--- config.mk ---
export PLATFORM = sky130hd
export DESIGN_NAME = ram_arbiter_flat
export DESIGN_NICKNAME = d
export VERILOG_FILES = /design/src/rtl/ram_arbiter_if.sv /design/src/rtl/ram_arbiter.sv /design/src/flat_wrapper.sv
export SDC_FILE = /design/constraint.sdc
export NUM_CORES = 1
export LEC_CHECK = 0
export CAP_MARGIN = 20
export CORE_MARGIN = 10
export CORE_UTILIZATION = 42
export DETAILED_ROUTE_END_ITERATION = 12
export HOLD_SLACK_MARGIN = 0.05
export PLACE_DENSITY = 0.88
export SLEW_MARGIN = 30
export SYNTH_ARGS = -nofsm -noshare
export SYNTH_HDL_FRONTEND = slang
export SYNTH_SLANG_ARGS = --single-unit
--- constraint.sdc ---
create_clock -name clk -period 4.3 [get_ports clk]
set_clock_uncertainty 0.2 [all_clocks]
set_input_delay 1.29 -clock clk [delete_from_list [all_inputs] [get_ports clk]]
set_output_delay 1.29 -clock clk [all_outputs]
set_load 0.02 [all_outputs]
--- src/rtl/ram_arbiter_if.sv ---
// Two-port request/ack bus plus the shared RAM port seen by ram_arbiter.
// The slave modport is the arbiter's view; master is the requesters' and RAM's view.
interface ram_arbiter_if;
    logic        prio_mode;

    logic        p0_req;
    logic        p0_we;
    logic [7:0]  p0_addr;
    logic [15:0] p0_wdata;
    logic        p0_ack;
    logic [15:0] p0_rdata;
    logic        p0_rvalid;

    logic        p1_req;
    logic        p1_we;
    logic [7:0]  p1_addr;
    logic [15:0] p1_wdata;
    logic        p1_ack;
    logic [15:0] p1_rdata;
    logic        p1_rvalid;

    logic        ram_we;
    logic [7:0]  ram_addr;
    logic [15:0] ram_wdata;
    logic [15:0] ram_rdata;
    logic        busy;

    modport slave (
        input  prio_mode,
        input  p0_req, p0_we, p0_addr, p0_wdata,
        output p0_ack, p0_rdata, p0_rvalid,
        input  p1_req, p1_we, p1_addr, p1_wdata,
        output p1_ack, p1_rdata, p1_rvalid,
        output ram_we, ram_addr, ram_wdata,
        input  ram_rdata,
        output busy
    );

    modport master (
        output prio_mode,
        output p0_req, p0_we, p0_addr, p0_wdata,
        input  p0_ack, p0_rdata, p0_rvalid,
        output p1_req, p1_we, p1_addr, p1_wdata,
        input  p1_ack, p1_rdata, p1_rvalid,
        input  ram_we, ram_addr, ram_wdata,
        output ram_rdata,
        input  busy
    );
endinterface

--- src/rtl/ram_arbiter.sv ---
// Two-port arbiter in front of a 256x16 asynchronous-read RAM: one access per
// ACCESS cycle, back-to-back grants chain without an IDLE bubble.
module ram_arbiter (
    input  logic        clk,
    input  logic        rst_n,
    ram_arbiter_if.slave bus
);

    typedef enum logic {
        IDLE   = 1'b0,
        ACCESS = 1'b1
    } state_t;

    state_t      state_q, state_d;
    logic        owner_q, owner_d;
    logic        last_q, last_d;
    logic        we_q, we_d;
    logic [7:0]  addr_q, addr_d;
    logic [15:0] wdata_q, wdata_d;
    logic [1:0]  ack_q, ack_d;
    logic [1:0]  rvalid_q, rvalid_d;
    logic [15:0] rdata0_q, rdata0_d;
    logic [15:0] rdata1_q, rdata1_d;
    logic        busy_q;

    logic        grant;
    logic        grant_port;
    logic        other_req;

    // The owner's own req is stale in ACCESS; only the other port may chain in.
    assign other_req = owner_q ? bus.p0_req : bus.p1_req;

    always_comb begin
        // NOTE: every signal written here gets a default first so no path
        // leaves it unassigned, which would otherwise infer a latch.
        state_d    = state_q;
        owner_d    = owner_q;
        last_d     = last_q;
        we_d       = 1'b0;
        addr_d     = addr_q;
        wdata_d    = wdata_q;
        ack_d      = 2'b00;
        rvalid_d   = 2'b00;
        rdata0_d   = rdata0_q;
        rdata1_d   = rdata1_q;
        grant      = 1'b0;
        grant_port = 1'b0;

        unique case (state_q)
            IDLE: begin
                if (bus.p0_req || bus.p1_req) begin
                    grant = 1'b1;
                    if (bus.p0_req && bus.p1_req)
                        grant_port = bus.prio_mode ? 1'b0 : ~last_q;
                    else
                        grant_port = bus.p1_req;
                end
            end
            ACCESS: begin
                if (!we_q) begin
                    rvalid_d[owner_q] = 1'b1;
                    if (owner_q)
                        rdata1_d = bus.ram_rdata;
                    else
                        rdata0_d = bus.ram_rdata;
                end
                if (other_req) begin
                    grant      = 1'b1;
                    grant_port = ~owner_q;
                end
            end
            default: ;
        endcase

        if (grant) begin
            state_d            = ACCESS;
            owner_d            = grant_port;
            last_d             = grant_port;
            we_d               = grant_port ? bus.p1_we    : bus.p0_we;
            addr_d             = grant_port ? bus.p1_addr  : bus.p0_addr;
            wdata_d            = grant_port ? bus.p1_wdata : bus.p0_wdata;
            ack_d[grant_port]  = 1'b1;
        end else begin
            state_d = IDLE;
        end
    end

    always_ff @(posedge clk) begin
        // NOTE: state updates use non-blocking assignments so every register
        // samples the pre-edge values regardless of statement order.
        if (!rst_n) begin
            state_q  <= IDLE;
            owner_q  <= 1'b0;
            last_q   <= 1'b1;
            we_q     <= 1'b0;
            addr_q   <= '0;
            wdata_q  <= '0;
            ack_q    <= 2'b00;
            rvalid_q <= 2'b00;
            rdata0_q <= '0;
            rdata1_q <= '0;
            busy_q   <= 1'b0;
        end else begin
            state_q  <= state_d;
            owner_q  <= owner_d;
            last_q   <= last_d;
            we_q     <= we_d;
            addr_q   <= addr_d;
            wdata_q  <= wdata_d;
            ack_q    <= ack_d;
            rvalid_q <= rvalid_d;
            rdata0_q <= rdata0_d;
            rdata1_q <= rdata1_d;
            busy_q   <= grant;
        end
    end

    assign bus.ram_we    = we_q;
    assign bus.ram_addr  = addr_q;
    assign bus.ram_wdata = wdata_q;
    assign bus.p0_ack    = ack_q[0];
    assign bus.p1_ack    = ack_q[1];
    assign bus.p0_rvalid = rvalid_q[0];
    assign bus.p1_rvalid = rvalid_q[1];
    assign bus.p0_rdata  = rdata0_q;
    assign bus.p1_rdata  = rdata1_q;
    assign bus.busy      = busy_q;

endmodule

--- src/flat_wrapper.sv ---
// flat-port wrapper written by rule: the top's interface ports become plain ports
module ram_arbiter_flat 
  (clk, rst_n, bus_prio_mode, bus_p0_req, bus_p0_we, bus_p0_addr, bus_p0_wdata, bus_p0_ack, bus_p0_rdata, bus_p0_rvalid, bus_p1_req, bus_p1_we, bus_p1_addr, bus_p1_wdata, bus_p1_ack, bus_p1_rdata, bus_p1_rvalid, bus_ram_we, bus_ram_addr, bus_ram_wdata, bus_ram_rdata, bus_busy);
  ram_arbiter_if bus_i ();
  input  logic clk;
  input  logic rst_n;
  input wire logic [$bits(bus_i.prio_mode)-1:0] bus_prio_mode;
  input wire logic [$bits(bus_i.p0_req)-1:0] bus_p0_req;
  input wire logic [$bits(bus_i.p0_we)-1:0] bus_p0_we;
  input wire logic [$bits(bus_i.p0_addr)-1:0] bus_p0_addr;
  input wire logic [$bits(bus_i.p0_wdata)-1:0] bus_p0_wdata;
  output wire logic [$bits(bus_i.p0_ack)-1:0] bus_p0_ack;
  output wire logic [$bits(bus_i.p0_rdata)-1:0] bus_p0_rdata;
  output wire logic [$bits(bus_i.p0_rvalid)-1:0] bus_p0_rvalid;
  input wire logic [$bits(bus_i.p1_req)-1:0] bus_p1_req;
  input wire logic [$bits(bus_i.p1_we)-1:0] bus_p1_we;
  input wire logic [$bits(bus_i.p1_addr)-1:0] bus_p1_addr;
  input wire logic [$bits(bus_i.p1_wdata)-1:0] bus_p1_wdata;
  output wire logic [$bits(bus_i.p1_ack)-1:0] bus_p1_ack;
  output wire logic [$bits(bus_i.p1_rdata)-1:0] bus_p1_rdata;
  output wire logic [$bits(bus_i.p1_rvalid)-1:0] bus_p1_rvalid;
  output wire logic [$bits(bus_i.ram_we)-1:0] bus_ram_we;
  output wire logic [$bits(bus_i.ram_addr)-1:0] bus_ram_addr;
  output wire logic [$bits(bus_i.ram_wdata)-1:0] bus_ram_wdata;
  input wire logic [$bits(bus_i.ram_rdata)-1:0] bus_ram_rdata;
  output wire logic [$bits(bus_i.busy)-1:0] bus_busy;
  assign bus_i.prio_mode = bus_prio_mode;
  assign bus_i.p0_req = bus_p0_req;
  assign bus_i.p0_we = bus_p0_we;
  assign bus_i.p0_addr = bus_p0_addr;
  assign bus_i.p0_wdata = bus_p0_wdata;
  assign bus_p0_ack = bus_i.p0_ack;
  assign bus_p0_rdata = bus_i.p0_rdata;
  assign bus_p0_rvalid = bus_i.p0_rvalid;
  assign bus_i.p1_req = bus_p1_req;
  assign bus_i.p1_we = bus_p1_we;
  assign bus_i.p1_addr = bus_p1_addr;
  assign bus_i.p1_wdata = bus_p1_wdata;
  assign bus_p1_ack = bus_i.p1_ack;
  assign bus_p1_rdata = bus_i.p1_rdata;
  assign bus_p1_rvalid = bus_i.p1_rvalid;
  assign bus_ram_we = bus_i.ram_we;
  assign bus_ram_addr = bus_i.ram_addr;
  assign bus_ram_wdata = bus_i.ram_wdata;
  assign bus_i.ram_rdata = bus_ram_rdata;
  assign bus_busy = bus_i.busy;
  ram_arbiter u_core (.clk(clk), .rst_n(rst_n), .bus(bus_i));
endmodule
==> results.yml, run 1 <==
cells_and_area:
  final_layout_size_suffix_gt1_share_pct: 11.95
  instances_no_fill: 460
  final_common_cell: "clkdlybuf4s50_1"
  antenna_cells: 0
  final_util_pct: 69.13
  final_cell_mix: "132 x clkdlybuf4s50_1, 68 x nand2_1, 64 x dfxtp_1"
  nets: 451
  area_growth_syn_to_layout_pct: 60.99
sta:
  setup_viol: 0
  fin_crit_ps: 2912
  rsz0062_at_grt: "no"
  fmax_mhz: 343.4
  post-route-period-util_pct: 67.73
  slew_headroom_pct: 54.28
  drv_slew: 0
  fin_setup_tns_ps: 0
  worst_pin_slew_ps: 685.1
  hold_viol: 0
detailed_routing:
  post_drt_via_cell_ratio: 4.937
  wl_um: 7768
  dr.pass1.iters: 4
  drtAntennaViolNets: 0
  drc: 0
  top_layer_used: "met4"
  drt-initial-drc-count: 36
  dr_wl_met2_um: 3377
  wire_per_inst_um: 16.89
  dr_wl_met3_um: 1318
  wl_met1_um: 3001
  num_vias: 2271
clock_tree:
  cts_buffer_depth: 2
  cts.repair_timing.setup_buffer_count: 0
  cts_buffers: 9
  clock-root-buffer: "clkbuf_8"
  cts_sinks: 64
  cts_hold_buf: 0
  h-tree-depth: 3
  clk_pin_slew_ps: 70
  cts_tree: "built"
  clock_latency_ps: 330
  cts_resized: 0
hold_path:
  min_path_type: "reg -> reg"
run:
  drv_cap: 0
power:
  p_switching_uw: 393.3
  p_total_uw: 1524
  ir_worst_vdd_uv: 210.0
  power.density_mw_per_mm2: 374.6
  p_int_uw: 1131
  power_frac_clock_pct: 35.7
  comb_power_share_pct: 20.9
  pwr-share-seq_pct: 43.4
  p_leak_uw: 0.001562
  switching_share_pct: 25.80
setup_path:
  setup.worst_path.end_class: "output port"
  required_ps: 2810
  crit_chain: "clkdlybuf4s50_1"
  start_kind: "register"
  arrival_ps: 1420
  path_delay_family: "buffers and inverters"
  crit_type: "reg -> out"
  path_max_fanout: 5
  critPathSlowestCell: "clkdlybuf4s50_1"
  critPathBufInv: 1
  max_stage_delay_ps: 650
yosys:
  syn_nets: 322
  syn-instance-count: 251
  synth_area_mm2: 0.002527
  synth_seq_area_share_pct: 50.69
  yosysWarnings: 0
  ys_ff_latch: 64
  synth.distinct_cells: 26
  avgSynthCellArea_um2: 10.07
grt:
  grt_pass1_vias: 2388
  grt_pass1_wl_um: 12370
  antenna_found_initial: 0
  grt.overflow.total: 0
  grt_usage_pct: 15.86
  grt_max_degree: 36
floorplan:
  initial_utilization_pct: 42.94
  dieArea_mm2: 0.009521
  die_x_um: 97.58
  die-height_um: 97.58
  io-pin-count: 133
  num_rows: 28
  core_mm2: 0.005886
placement:
  numPortBuffers: 132
  dp_cells: 444
  gp_congestion: 0.8014
  dp_hpwl_um: 6040
run_status:
  status: "finished, final reports clean"
-- final cells by class --
class / count / area, um2
Fill cell: 431 / 1817
Timing Repair Buffer: 136 / 1351
Sequential cell: 64 / 1281
Multi-Input combinational cell: 167 / 1117
Clock buffer: 14 / 182.7
Tap cell: 75 / 93.84
Clock inverter: 2 / 35.03
Inverter: 2 / 7.507
-- layer usage --
| metal | up-vias | GRT usage, % |
|---|---|---|
| li1 | 1115 | - |
| met1 | 1029 | 16.23 |
| met2 | 121 | 23.86 |
| met3 | 6 | 12.80 |
| met4 | 0 | 5.369 |
| met5 | - | 0 |
-- path summary, 6_finish.rpt --
| path | slack (ps) | cells after the start | endpoint | start |
|---|---|---|---|---|
| worst max-delay path | 1390 | 1 | bus_busy | u_core.bus.busy |
| worst min-delay path | 260 | 2 | u_core.bus.p1_rdata[4] | u_core.bus.p1_rdata[4] |
| worst max register to register | 2410 | 5 | u_core.bus.ram_wdata[6] | u_core.bus.busy |
| worst min register to register | 260 | 2 | u_core.bus.p1_rdata[4] | u_core.bus.p1_rdata[4] |
-- power groups by stage --
stage | sequential (uW) | combinational (uW) | clock [uW]
floorplan | 719 | 114 | 0
global placement | 672 | 316 | 0
detailed placement | 674 | 321 | 0
CTS | 662 | 322 | 558
global route | 666 | 340 | 581
finish | 662 | 318 | 544
-- registers in the layout, summed over array words and instances (netlist names) --
name,flops
u_core.ack_q,2
u_core.bus.busy,1
u_core.bus.p0_rdata,16
u_core.bus.p1_rdata,16
u_core.bus.ram_addr,8
u_core.bus.ram_wdata,16
u_core.bus.ram_we,1
u_core.last_q,1
u_core.owner_q,1
u_core.rvalid_q,2
-- cells in the mapped netlist --
library cell	instances	area, um2
a21boi_2	1	11.26
a21o_1	1	7.510
a21oi_1	32	160.2
and2_1	1	6.260
buf_2	6	30.03
buf_4	1	7.510
buf_6	5	56.30
buf_8	1	15.01
clkbuf_1	4	15.01
clkbuf_4	1	7.510
dfxtp_1	64	1281
inv_2	2	7.510
mux2i_1	24	240.2
nand2_1	68	255.2
nand2b_1	1	6.260
nand2b_2	1	8.760
nand3_1	1	5.000
nor2_1	5	18.77
nor2_2	1	6.260
nor2b_1	1	6.260
o21ai_2	1	8.760
o22ai_1	1	6.260
o22ai_2	1	12.51
o2bb2ai_1	5	43.79
o2bb2ai_2	19	285.3
or2_1	3	18.77
-- per-stage QoR --
stage | worst slack, ps | hold WS [ps] | instance area, um2
5_1_grt | 1318 | 277.8 | 4069
3_5_place_dp | 1080 | 246.8 | 3851
2_1_floorplan | 1872 | 239.4 | 2527
4_1_cts | 1352 | 255.8 | 4069
6_report | 1388 | 255.7 | 4069
3_3_place_gp | 1138 | 241.5 | 3849
-- cell families (layout without fill, tap and decap cells) --
kind of cell           count (synthesis)  in the layout  synth area share [%]
AO/OA/AOI/OAI                         61             61                 21.19
buffers and inverters                 20            154                 5.495
flip-flops                            64             64                 50.69
multiplexers                          24             24                 9.505
AND/OR/NAND/NOR                       82             82                 13.12
(Power assumes the default switching activity.)
==> run 2: changes to the inputs <==
--- a/config.mk
+++ b/config.mk
@@ -7,10 +7,10 @@
 export LEC_CHECK = 0
 export CAP_MARGIN = 20
 export CORE_MARGIN = 10
-export CORE_UTILIZATION = 42
+export CORE_UTILIZATION = 35
 export DETAILED_ROUTE_END_ITERATION = 12
 export HOLD_SLACK_MARGIN = 0.05
-export PLACE_DENSITY = 0.88
+export PLACE_DENSITY = 0.78
 export SLEW_MARGIN = 30
 export SYNTH_ARGS = -nofsm -noshare
 export SYNTH_HDL_FRONTEND = slang
==> constraint.sdc (replaced) <==
create_clock -name clk -period 2.6 [get_ports clk]
set_clock_uncertainty 0.2 [all_clocks]
set_input_delay 0.78 -clock clk [delete_from_list [all_inputs] [get_ports clk]]
set_output_delay 0.78 -clock clk [all_outputs]
set_load 0.02 [all_outputs]
==> run 2 against run 1 <==
Utilization shrank 7.6 points; largest power group is now the clock network; largest cell class unchanged; cell area grew 4.4%; clock power grew 130%; critical endpoint unchanged.
==> results.yml, run 2 (synthesis results as in run 1) <==
clock_tree:
  cts_buffer_depth: 2
  cts_hold_buf: 0
  clock_latency_ps: 340
  cts_buffers: 9
  clock-root-buffer: "clkbuf_8"
  clk_pin_slew_ps: 70
  cts.repair_timing.setup_buffer_count: 0
  cts_sinks: 64
  cts_tree: "built"
  h-tree-depth: 3
  cts_resized: 0
sta:
  drv_slew: 0
  setup_viol: 0
  post-route-period-util_pct: 92.10
  fin_setup_tns_ps: 0
  fin_crit_ps: 2395
  slew_headroom_pct: 54.83
  fmax_mhz: 417.6
  rsz0062_at_grt: "no"
  worst_pin_slew_ps: 676.9
  hold_viol: 0
power:
  switching_share_pct: 24.21
  pwr-share-seq_pct: 38.0
  p_leak_uw: 0.001632
  comb_power_share_pct: 19.1
  p_int_uw: 2175
  p_switching_uw: 694.6
  power.density_mw_per_mm2: 675.7
  power_frac_clock_pct: 42.8
  ir_worst_vdd_uv: 289.5
detailed_routing:
  post_drt_via_cell_ratio: 4.687
  drc: 0
  wl_um: 7700
  drt-initial-drc-count: 78
  drtAntennaViolNets: 0
  dr.pass1.iters: 4
  num_vias: 2273
  wire_per_inst_um: 15.88
setup_path:
  required_ps: 1620
  crit_start: "u_core.bus.busy"
  crit_type: "reg -> out"
  crit_chain: "clkdlybuf4s50_1"
  path_max_fanout: 5
  critPathBufInv: 1
  start_kind: "register"
  rr_startpoint: "u_core.owner_q"
  path_delay_family: "buffers and inverters"
  setup.worst_path.end_class: "output port"
  critPathSlowestCell: "clkdlybuf4s50_1"
  max_stage_delay_ps: 660
  arrival_ps: 1410
cells_and_area:
  nets: 455
  final_cell_mix: "132 x clkdlybuf4s50_1, 68 x nand2_1, 64 x dfxtp_1"
  final_util_pct: 61.49
  final_common_cell: "clkdlybuf4s50_1"
  antenna_cells: 0
  final_layout_size_suffix_gt1_share_pct: 12.85
  area_growth_syn_to_layout_pct: 68.02
hold_path:
  min_from: "u_core.bus.p1_rdata[1]"
  min_path_type: "reg -> reg"
floorplan:
  initial_utilization_pct: 36.59
  num_rows: 30
  io-pin-count: 133
  die-height_um: 105.0
  dieArea_mm2: 0.01102
  die_x_um: 105.0
  core_mm2: 0.006907
run:
  drv_cap: 0
grt:
  grt_max_degree: 36
  antenna_found_initial: 0
  grt_pass1_vias: 2324
  grt_usage_pct: 13.72
  grt_pass1_wl_um: 12160
  grt.overflow.total: 0
placement:
  gp_congestion: 0.7483
  numPortBuffers: 132
  dp_hpwl_um: 5958
run_status:
  status: "finished, final reports clean"
-- run 2: cell count changes in the layout (fill, tap and decap cells not counted), sizes merged --
cell	change
buf	+4
clkbuf	-5
bufinv	+4
clkinv	+1
-- run 2: per-layer routing --
metal  vias up  wire, um  track usage (%)  share of wire (%)
met5         -         0                0                  0
met1      1036      3109            14.65                 40
met3         9       897            8.354                 12
met4         0        85            4.412                1.1
met2       102      3608            22.02                 47
li1       1126         -                -                  -
-- run 2: cell type report --
type,instances,area [um2]
Fill cell,589,2660
Inverter,2,7.507
Clock inverter,7,167.7
Multi-Input combinational cell,167,1115
Tap cell,96,120.1
Timing Repair Buffer,140,1431
Clock buffer,9,123.9
Sequential cell,64,1281
-- run 2: path summary, 6_finish.rpt --
path	endpoint	slack, ps	cells past startpoint
worst min register to register	u_core.bus.p1_rdata[1]	250	2
worst max-delay path	bus_busy	210	1
worst min-delay path	u_core.bus.p1_rdata[1]	250	2
worst max register to register	u_core.bus.p0_rdata[3]	930	4
-- run 2: worst register-to-register path: stages (launching register included) --
cell and delay (ps):
dfxtp_1 400, nand2b_2 180, or2_1 520, nand2_1 130
a21oi_1 170
-- run 2: power groups by stage --
stage	logic [uW]	registers, uW	clock network, uW
2_1_floorplan	188	1190	0
3_3_place_gp	548	1110	0
3_5_place_dp	556	1110	0
4_1_cts	558	1090	1250
5_1_grt	588	1100	1290
6_report	549	1090	1230
-- run 2: per-stage QoR --
stage	cells	hold slack, ps	total power, uW	area (um2)	worst slack (ps)
global route	485	269.7	2983	4247	147.7
finish	485	254.0	2869	4247	205.3
floorplan	251	239.4	1377	2527	682.4
CTS	485	256.6	2898	4247	181.9
global placement	469	241.5	1660	3955	105.5
detailed placement	469	246.5	1668	3955	72.88
